### src/rtl/fma_queue_pkg.sv
// Shared constants and types for the FMA operand queue: MMIO offsets, status/control
// bit positions and the packed operand triple.
package fma_queue_pkg;

   localparam logic [4:0] OFS_A      = 5'h00;
   localparam logic [4:0] OFS_B      = 5'h04;
   localparam logic [4:0] OFS_C      = 5'h08;
   localparam logic [4:0] OFS_STATUS = 5'h0C;
   localparam logic [4:0] OFS_CTRL   = 5'h10;
   localparam logic [4:0] OFS_ISSUED = 5'h14;

   localparam int unsigned STATUS_EMPTY_BIT = 16;
   localparam int unsigned STATUS_FULL_BIT  = 17;
   localparam int unsigned STATUS_OVF_BIT   = 18;

   localparam int unsigned CTRL_FLUSH_BIT   = 0;
   localparam int unsigned CTRL_CLR_OVF_BIT = 1;

   localparam int unsigned TRIPLE_XLEN = 32;

   typedef struct packed {
      logic [TRIPLE_XLEN-1:0] a;
      logic [TRIPLE_XLEN-1:0] b;
      logic [TRIPLE_XLEN-1:0] c;
   } triple_t;

endpackage

### src/rtl/sync_fifo.sv
// Single-clock FIFO with registered storage, natural-wrap pointers and an explicit
// occupancy counter. Flush has priority over push and pop.
module sync_fifo #(
   parameter int unsigned WIDTH = 96,
   parameter int unsigned DEPTH = 8
) (
   input  logic                       clk_i,
   input  logic                       rst_ni,
   input  logic                       push,
   input  logic                       pop,
   input  logic                       flush,
   input  logic [WIDTH-1:0]           din,
   output logic [WIDTH-1:0]           dout,
   output logic                       empty,
   output logic                       full,
   output logic [$clog2(DEPTH):0]     count
);

   localparam int unsigned AW = $clog2(DEPTH);
   localparam logic [AW:0] FULL_COUNT = (AW+1)'(DEPTH);

   logic [AW-1:0] wr_ptr_q, rd_ptr_q;
   logic [AW:0]   count_q;
   logic [WIDTH-1:0] mem_q [DEPTH];
   logic do_push, do_pop;

   assign empty = (count_q == '0);
   assign full  = (count_q == FULL_COUNT);
   assign count = count_q;
   assign dout  = mem_q[rd_ptr_q];

   // A push into a full FIFO is only taken when the head leaves in the same cycle.
   assign do_pop  = pop && !empty;
   assign do_push = push && (!full || do_pop);

   always_ff @(posedge clk_i or negedge rst_ni) begin
      if (!rst_ni) begin
         wr_ptr_q <= '0;
         rd_ptr_q <= '0;
         count_q  <= '0;
      end else if (flush) begin
         wr_ptr_q <= '0;
         rd_ptr_q <= '0;
         count_q  <= '0;
      end else begin
         if (do_push) wr_ptr_q <= wr_ptr_q + AW'(1);
         if (do_pop)  rd_ptr_q <= rd_ptr_q + AW'(1);
         if (do_push && !do_pop)      count_q <= count_q + (AW+1)'(1);
         else if (!do_push && do_pop) count_q <= count_q - (AW+1)'(1);
      end
   end

   always_ff @(posedge clk_i) begin
      if (do_push && !flush) mem_q[wr_ptr_q] <= din;
   end

endmodule

### src/rtl/fma_operand_queue.sv
// MMIO front end that stages operand triples from the CPU and streams them to the
// FMA stage through a FIFO, with occupancy, overflow and issue-count status.
module fma_operand_queue
   import fma_queue_pkg::*;
#(
   parameter int unsigned XLEN      = 32,
   parameter int unsigned DEPTH     = 8,
   parameter logic [31:0] BASE_ADDR = 32'hC4201000,
   parameter int unsigned CNT_W     = 16
) (
   input  logic            clk_i,
   input  logic            rst_ni,
   input  logic            en_i,
   input  logic            we_i,
   input  logic [XLEN-1:0] addr_i,
   input  logic [XLEN-1:0] data_i,
   output logic            ready_o,
   output logic [XLEN-1:0] data_o,
   output logic            m_valid_o,
   input  logic            m_ready_i,
   output logic [XLEN-1:0] m_a_o,
   output logic [XLEN-1:0] m_b_o,
   output logic [XLEN-1:0] m_c_o,
   output logic            irq_o
);

   localparam int unsigned CW = $clog2(DEPTH) + 1;

   logic            ready_q;
   logic [XLEN-1:0] data_q, data_d;
   logic [XLEN-1:0] a_q, b_q;
   logic            ovf_q;
   logic            drained_q;
   logic [CNT_W-1:0] issued_q;

   logic [3*XLEN-1:0] fifo_din, fifo_dout;
   logic              fifo_empty, fifo_full;
   logic [CW-1:0]     fifo_count;

   logic       hit;
   logic [4:0] ofs;
   logic       wr_a, wr_b, wr_c, wr_ctrl, rd_acc;
   logic       flush, clr_ovf, pop_req, pop_fire, ovf_push;
   logic [XLEN-1:0] status_word;

   assign hit     = en_i && (addr_i[31:5] == BASE_ADDR[31:5]);
   assign ofs     = addr_i[4:0];
   assign wr_a    = hit && we_i && (ofs == OFS_A);
   assign wr_b    = hit && we_i && (ofs == OFS_B);
   assign wr_c    = hit && we_i && (ofs == OFS_C);
   assign wr_ctrl = hit && we_i && (ofs == OFS_CTRL);
   assign rd_acc  = hit && !we_i;

   assign flush   = wr_ctrl && data_i[CTRL_FLUSH_BIT];
   assign clr_ovf = wr_ctrl && data_i[CTRL_CLR_OVF_BIT];

   // Valid is purely registered state; ready only feeds the pop decision.
   assign pop_req  = !fifo_empty && m_ready_i;
   assign pop_fire = pop_req && !flush;
   assign ovf_push = wr_c && fifo_full && !pop_fire;

   assign fifo_din = {a_q, b_q, data_i};

   sync_fifo #(
      .WIDTH (3*XLEN),
      .DEPTH (DEPTH)
   ) u_fifo (
      .clk_i  (clk_i),
      .rst_ni (rst_ni),
      .push   (wr_c),
      .pop    (pop_req),
      .flush  (flush),
      .din    (fifo_din),
      .dout   (fifo_dout),
      .empty  (fifo_empty),
      .full   (fifo_full),
      .count  (fifo_count)
   );

   always_comb begin
      status_word = '0;
      status_word[CW-1:0]           = fifo_count;
      status_word[STATUS_EMPTY_BIT] = fifo_empty;
      status_word[STATUS_FULL_BIT]  = fifo_full;
      status_word[STATUS_OVF_BIT]   = ovf_q;
   end

   always_comb begin
      data_d = '0;
      if (rd_acc) begin
         case (ofs)
            OFS_STATUS: data_d = status_word;
            OFS_ISSUED: data_d[CNT_W-1:0] = issued_q;
            default:    data_d = '0;
         endcase
      end
   end

   always_ff @(posedge clk_i or negedge rst_ni) begin
      if (!rst_ni) begin
         ready_q   <= 1'b0;
         data_q    <= '0;
         a_q       <= '0;
         b_q       <= '0;
         ovf_q     <= 1'b0;
         drained_q <= 1'b0;
         issued_q  <= '0;
      end else begin
         ready_q <= en_i;
         data_q  <= data_d;
         if (wr_a) a_q <= data_i;
         if (wr_b) b_q <= data_i;
         // An overflowing push outranks a same-cycle clear.
         if (ovf_push)     ovf_q <= 1'b1;
         else if (clr_ovf) ovf_q <= 1'b0;
         if (pop_fire) issued_q <= issued_q + CNT_W'(1);
         if (wr_c || flush) drained_q <= 1'b0;
         else if (pop_fire && (fifo_count == CW'(1))) drained_q <= 1'b1;
      end
   end

   assign ready_o   = ready_q;
   assign data_o    = data_q;
   assign m_valid_o = !fifo_empty;
   assign m_a_o     = fifo_dout[3*XLEN-1:2*XLEN];
   assign m_b_o     = fifo_dout[2*XLEN-1:XLEN];
   assign m_c_o     = fifo_dout[XLEN-1:0];
   assign irq_o     = fifo_empty && drained_q;

endmodule

### config.mk
export PLATFORM = sky130hd
export DESIGN_NAME = fma_operand_queue
export DESIGN_NICKNAME = d
export VERILOG_FILES = /design/src/rtl/fma_queue_pkg.sv /design/src/rtl/sync_fifo.sv /design/src/rtl/fma_operand_queue.sv
export SDC_FILE = /design/constraint.sdc
export NUM_CORES = 1
export LEC_CHECK = 0
export ABC_AREA = 1
export ABC_CLOCK_PERIOD_IN_PS = 10600
export CAP_MARGIN = 40
export CORE_UTILIZATION = 30
export DETAILED_ROUTE_END_ITERATION = 6
export SYNTH_ARGS = -nofsm -noshare
export SYNTH_HDL_FRONTEND = slang
export SYNTH_SLANG_ARGS = --single-unit
### constraint.sdc
create_clock -name clk_i -period 10.6 [get_ports clk_i]
set_clock_uncertainty 0.2 [all_clocks]
set_input_delay 2.12 -clock clk_i [delete_from_list [all_inputs] [get_ports clk_i]]
set_output_delay 2.12 -clock clk_i [all_outputs]
set_load 0.05 [all_outputs]
Yosys cells after proc, flatten, opt, wreduce, memory -nomap -nowiden
Memory sizes are Yosys's and may differ from the RTL's.
Index checks and enable logic that the tools add are counted.
{"block": "word_totals", "output_inout_bits": 131, "regBits": 125, "elab_cells": 76, "ramBits": 768, "memories": 1, "input_bits": 69}
{"block": "op_classes", "n_eq_ne": 8, "mux": 16, "addsub": 5, "n_reduce_logical": 36}
{"name": "u_fifo.mem_q", "depth": 8, "width": 96, "read_ports": 1, "rd_clocked_by_memory_dff": 0, "write_ports": 1, "line_no": "sync_fifo.sv:24", "rtl": "logic [WIDTH-1:0] mem_q [DEPTH];"}
{"operator": "$pmux W16 S2", "count": 1}
{"operator": "$eq A27 B27 Y1 const B", "count": 1}
{"operator": "$logic_and A1 B1 Y1", "count": 20}
{"operator": "$mux W19", "count": 1}
{"operator": "$add A16 B1 Y16 const B", "count": 1}
{"operator": "$mux W3", "count": 5}
{"operator": "$mux W4", "count": 3}
{"operator": "$eq A5 B4 Y1 const B", "count": 2}
{"operator": "$eq A5 B5 Y1 const B", "count": 2}
{"operator": "$reduce_bool A2 Y1", "count": 4}
{"operator": "$logic_not A1 Y1", "count": 7}
{"operator": "$add A3 B1 Y3 const B", "count": 2}
{"operator": "$mux W1", "count": 6}
{"operator": "$eq A5 B3 Y1 const B", "count": 1}
{"operator": "$logic_not A5 Y1", "count": 1}
{"operator": "$add A4 B1 Y4 const B", "count": 1}
{"operator": "$eq A4 B1 Y1 const B", "count": 1}
{"operator": "$eq A4 B4 Y1 const B", "count": 1}
{"operator": "$logic_not A4 Y1", "count": 1}
{"operator": "$sub A4 B1 Y4 const B", "count": 1}
{"operator": "$reduce_bool A3 Y1", "count": 1}
{"operator": "$logic_or A1 B1 Y1", "count": 2}

Logic depth before layout (Yosys ltp)
{"block": "depth", "ltp_word": 11, "depth_mapped": 12, "mapped_depth_nobuf": 12}

By module
Synthesis repeated with hierarchy kept, for this count alone.
{"block": "hier_totals", "cells_unflattened": 2976, "area_unflattened_um2": 35166.2}
{"mod": "sync_fifo", "instances": 1, "area_per_inst_um2": 30648.1, "seq_area_each_um2": 23312.4, "cells_per_inst": 2457}
{"mod": "fma_operand_queue", "instances": 1, "area_per_inst_um2": 4518.1, "seq_area_each_um2": 2552.4, "cells_per_inst": 519}

Worst setup path after synthesis
No wires, ideal clock.
{"block": "synth_timing", "path_type": "input port to flip-flop", "startpoint": "in addr_i[20]", "endpoint": "mem u_fifo.mem_q[2][0] (enable)", "path_stages": 8, "arrival_ps": 9545, "required_time_ps": 9731, "n_path_buf": 0, "slack_ps": 186, "setup_time_ps": 669, "path_cell_list": "nor2_1 > nand2_1 > nor2_1 > nand2_2 > nor2_8 > nand4_2 > or2_4 > nor3_1"}
{"block": "synth_via", "elab_chain_cells": 9, "elab_cells_between_ends": 11, "classes_between": "1 x eq/ne; 2 x mux; 8 x reduce/logical"}
{"element": "start, declared", "line_no": "fma_operand_queue.sv:15", "rtl": "input logic [XLEN-1:0] addr_i,"}
{"element": "$eq A27 B27 Y1 *", "line_no": "fma_operand_queue.sv:46", "rtl": "assign hit = en_i && (addr_i[31:5] == BASE_ADDR[31:5]);"}
{"element": "$logic_and A1 B1 Y1 *", "line_no": "fma_operand_queue.sv:46"}
{"element": "$logic_and A1 B1 Y1 *", "line_no": "fma_operand_queue.sv:50, fma_operand_queue.sv:51"}
{"element": "$logic_and A1 B1 Y1", "line_no": "fma_operand_queue.sv:51", "rtl": "assign wr_ctrl = hit && we_i && (ofs == OFS_CTRL);"}
{"element": "$logic_and A1 B1 Y1", "line_no": "fma_operand_queue.sv:54", "rtl": "assign flush = wr_ctrl && data_i[CTRL_FLUSH_BIT];"}
{"element": "$logic_not A1 Y1", "line_no": "sync_fifo.sv:54", "rtl": "if (do_push && !flush) mem_q[wr_ptr_q] <= din;"}
{"element": "$logic_and A1 B1 Y1 *", "line_no": "sync_fifo.sv:54"}
{"element": "$mux W1 *", "line_no": "sync_fifo.sv:54"}
{"element": "$mux W1 (not written as such) *", "line_no": "sync_fifo.sv:54"}
{"element": "end, declared", "line_no": "sync_fifo.sv:24"}
Every way passes the cells marked *; elsewhere a longest branch is shown, timed or not.

Worst setup path in the final report
{"block": "layout_timing", "startpoint": "reg u_fifo.rd_ptr_q[0]", "endpoint": "out m_b_o[10]"}
{"block": "layout_via", "elab_chain_cells": 1}
{"element": "start, declared", "line_no": "sync_fifo.sv:22", "rtl": "logic [AW-1:0] wr_ptr_q, rd_ptr_q;"}
{"element": "start signal, assigned", "line_no": "sync_fifo.sv:47", "rtl": "if (do_pop) rd_ptr_q <= rd_ptr_q + AW'(1);"}
{"element": "$mem_v2 Z8 W96"}
{"element": "end, declared", "line_no": "fma_operand_queue.sv:22", "rtl": "output logic [XLEN-1:0] m_b_o,"}
No other way between the ends.

==> metrics.yaml <==
min_path_type: "reg2reg"
finalHoldViolCount: 0
track_usage_pct: 15.3
vdd_drop_max_mv: 0.204
grt.overflow.total: 0
synth_edf_count: 768
p_sw_share_pct: 39.7
holdWs_ps: 285
grt_pass1_wl_mm: 135
finalSetupViolCount: 0
status: "complete, no violations"
avgSynthCellArea_sq_um: 12.7
end_kind: "output pin"
fin_ws_ps: 3490
die_height_um: 343
coreArea_sq_um: 115000
drt_pass1_iterations: 5
ys_async_sr_fraction_pct: 12.7
max-slew-margin-rel_pct: 36.3
ys_warn_count: 0
power_w: 0.0113
cts_hold_buf: 0
power_frac_clock_pct: 27.3
cts_root_buf: "clkbuf_16"
htreeDepth: 3
dp_slack_ps: 4030
maxCapViolCount: 0
leakage_nw: 15.4
p_int_w: 0.00682
nets: 2995
die_x_um: 343
die_area_sq_um: 118000
wire_per_inst_um: 20.2
p_per_area_nw_per_um2: 273
fin_cells: 4509
period_share_pct: 67.0
max_freq_ghz: 0.141
regToRegStartpoint: "u_fifo.count[0]"
routed_wl_mm: 91.0
drive_above_1_share_pct: 10.7
worst_slew_pin_slew_ps: 955
clk_latency_ps: 650
drt_iter0_markers: 1770
synth-main-ff-cell: "edfxtp_1"
antenna_found_initial: 6
drtAntennaViolNets: 0
post_cts_buffers: 0
criticalPathCategory: "reg2out"
synth_seq_cells: 880
rrSetupSlack_ps: 6830
cts_resized: 0
p_comb_share_pct: 38.5
cts_tree: "done"
seq_power_share_pct: 34.2
ios: 200
maxSlewViolCount: 0
portBuffers: 186
cts_buffer_depth: 3
tns_ps: 0
grt_max_degree: 205
synth_cells: 2763
reg2reg_to: "u_fifo.mem_q[6][69]"
start_kind: "flip-flop"
reg2reg_depth: 11
grt_pass1_vias: 21100
numCtsBuffers: 92
route.detailed.drc: 0
min_path_cells: 2
path_clk_slew_ps: 60
yosysUniqueCellTypes: 41
dr_total_vias: 21400
gp_congestion: 0.740
grt_setup_unrepaired: "no"
crit_required_ps: 8280
clock_sinks: 880
crit_arrival_ps: 4790
dp_cells: 4338
initial_core_util_pct: 30.4
synth_area_sq_um: 35000
switching_power_w: 0.00449
fin_crit_ps: 7110
fp-row-count: 124
critPathMaxFanout: 204
viasPerCell: 4.76
hp-start: "ovf_q"
ys_seq_area_share_pct: 74.0
area_growth_pct: 18.5
hold_path_end: "ovf_q"
hpwl_mm: 52.1
==> cell type report <==
type / count / area (sq um)
Tap cell: 1512 / 1890
Fill cell: 11000 / 73500
Clock buffer: 136 / 2590
Inverter: 107 / 424
Multi-Input combinational cell: 1611 / 7900
Antenna cell: 1 / 2.50
Clock inverter: 34 / 312
Timing Repair Buffer: 228 / 2460
Sequential cell: 880 / 25900
==> worst max-delay path, cell delays in order (launching register included) <==
cell             delay, ps
dfrtp_4                730
clkinv_8               280
buf_16                 490
buf_4                  720
o21ai_0                160
o22ai_1                160
nor2_1                  50
a31oi_1                390
clkdlybuf4s50_1        890
==> per-layer routing <==
metal,vias to the layer above,part of all wire [%],track usage (%)
li1,10100,-,-
met4,12,2.6,4.49
met3,144,5.7,3.43
met2,544,47,24.4
met5,-,0.085,0
met1,10600,45,20.9
==> how the worst max path moves through the flow <==
stage                       startpoint                  to  slack, ps  depth (start not counted)
floorplan                   addr_i[20]  u_fifo.mem_q[2][0]        190                          8
CTS                 u_fifo.rd_ptr_q[0]           m_b_o[10]       3330                          8
global placement    u_fifo.rd_ptr_q[1]            m_b_o[3]       3700                          7
finish              u_fifo.rd_ptr_q[0]           m_b_o[10]       3490                          8
global route        u_fifo.rd_ptr_q[0]           m_b_o[10]       3150                          8
detailed placement  u_fifo.rd_ptr_q[0]           m_b_o[10]       4030                          8
==> placed cells by master (no fill, tap or decap), drive strengths merged, types with 2 or more instances in the layout <==
cell type	synthesis	routed
a21oi	3	3
a31oi	96	96
buf	78	43
bufinv	0	2
clkbuf	99	136
clkdlybuf4s50	0	185
clkinv	1	31
conb	1	13
dfrtp	112	112
edfxtp	768	768
ha	6	6
inv	106	108
nand2	140	140
nand3	25	25
nand4	8	8
nor2	722	722
nor3	17	17
nor4	4	4
o21ai	456	456
o21bai	2	2
o22ai	100	100
xor2	16	16
==> cells in the mapped netlist (3+ instances only) <==
cell type | instances | share of area (%)
a31oi_1 | 96 | 1.7
buf_1 | 6 | 0.064
buf_2 | 35 | 0.50
buf_4 | 24 | 0.52
buf_6 | 13 | 0.42
clkbuf_1 | 99 | 1.1
dfrtp_1 | 112 | 8.0
edfxtp_1 | 768 | 66
ha_1 | 6 | 0.21
inv_1 | 98 | 1.1
inv_2 | 8 | 0.086
nand2_1 | 99 | 1.1
nand2_2 | 39 | 0.70
nand3_1 | 23 | 0.33
nand4_1 | 5 | 0.089
nor2_1 | 715 | 7.7
nor2_2 | 3 | 0.054
nor2_4 | 3 | 0.097
nor3_1 | 14 | 0.20
nor3_2 | 3 | 0.086
o21ai_0 | 386 | 5.5
o21ai_2 | 68 | 1.7
o22ai_1 | 100 | 1.8
xor2_1 | 16 | 0.40
==> state kept, by name, indices dropped and copies added (netlist names) <==
| register | flops |
|---|---|
| issued_q | 16 |
| ready_o | 1 |
| u_fifo.wr_ptr_q | 3 |
| u_fifo.mem_q | 768 |
| data_o | 19 |
| a_q | 32 |
| b_q | 32 |
| drained_q | 1 |
| u_fifo.count | 4 |
| ovf_q | 1 |
| u_fifo.rd_ptr_q | 3 |
==> power groups by stage <==
stage	clock, W	combinational [W]	sequential (W)
6_report	0.00308	0.00436	0.00387
5_1_grt	0.00328	0.00473	0.00388
4_1_cts	0.00315	0.00444	0.00387
3_5_place_dp	0	0.00443	0.00394
3_3_place_gp	0	0.00438	0.00394
2_1_floorplan	0	0.00304	0.00387
==> stage by stage <==
| stage | utilization, % | cell area [sq um] |
|---|---|---|
| 4_1_cts | 36.0 | 41400 |
| 6_report | 36.0 | 41400 |
| 3_3_place_gp | 33.2 | 38200 |
| 5_1_grt | 36.0 | 41400 |
| 3_5_place_dp | 33.5 | 38500 |
| 2_1_floorplan | - | 35000 |
==> cells by family after synthesis <==
| family | count (synthesis) | synth area share, % |
|---|---|---|
| flops | 880 | 74.0 |
| compound gates | 658 | 10.9 |
| other cells | 1 | 0.0107 |
| xor+xnor | 17 | 0.426 |
| fa+ha+maj | 6 | 0.215 |
| simple gates | 917 | 10.8 |
| buf+inv | 284 | 3.71 |
Power figures use the tool's default switching activity.
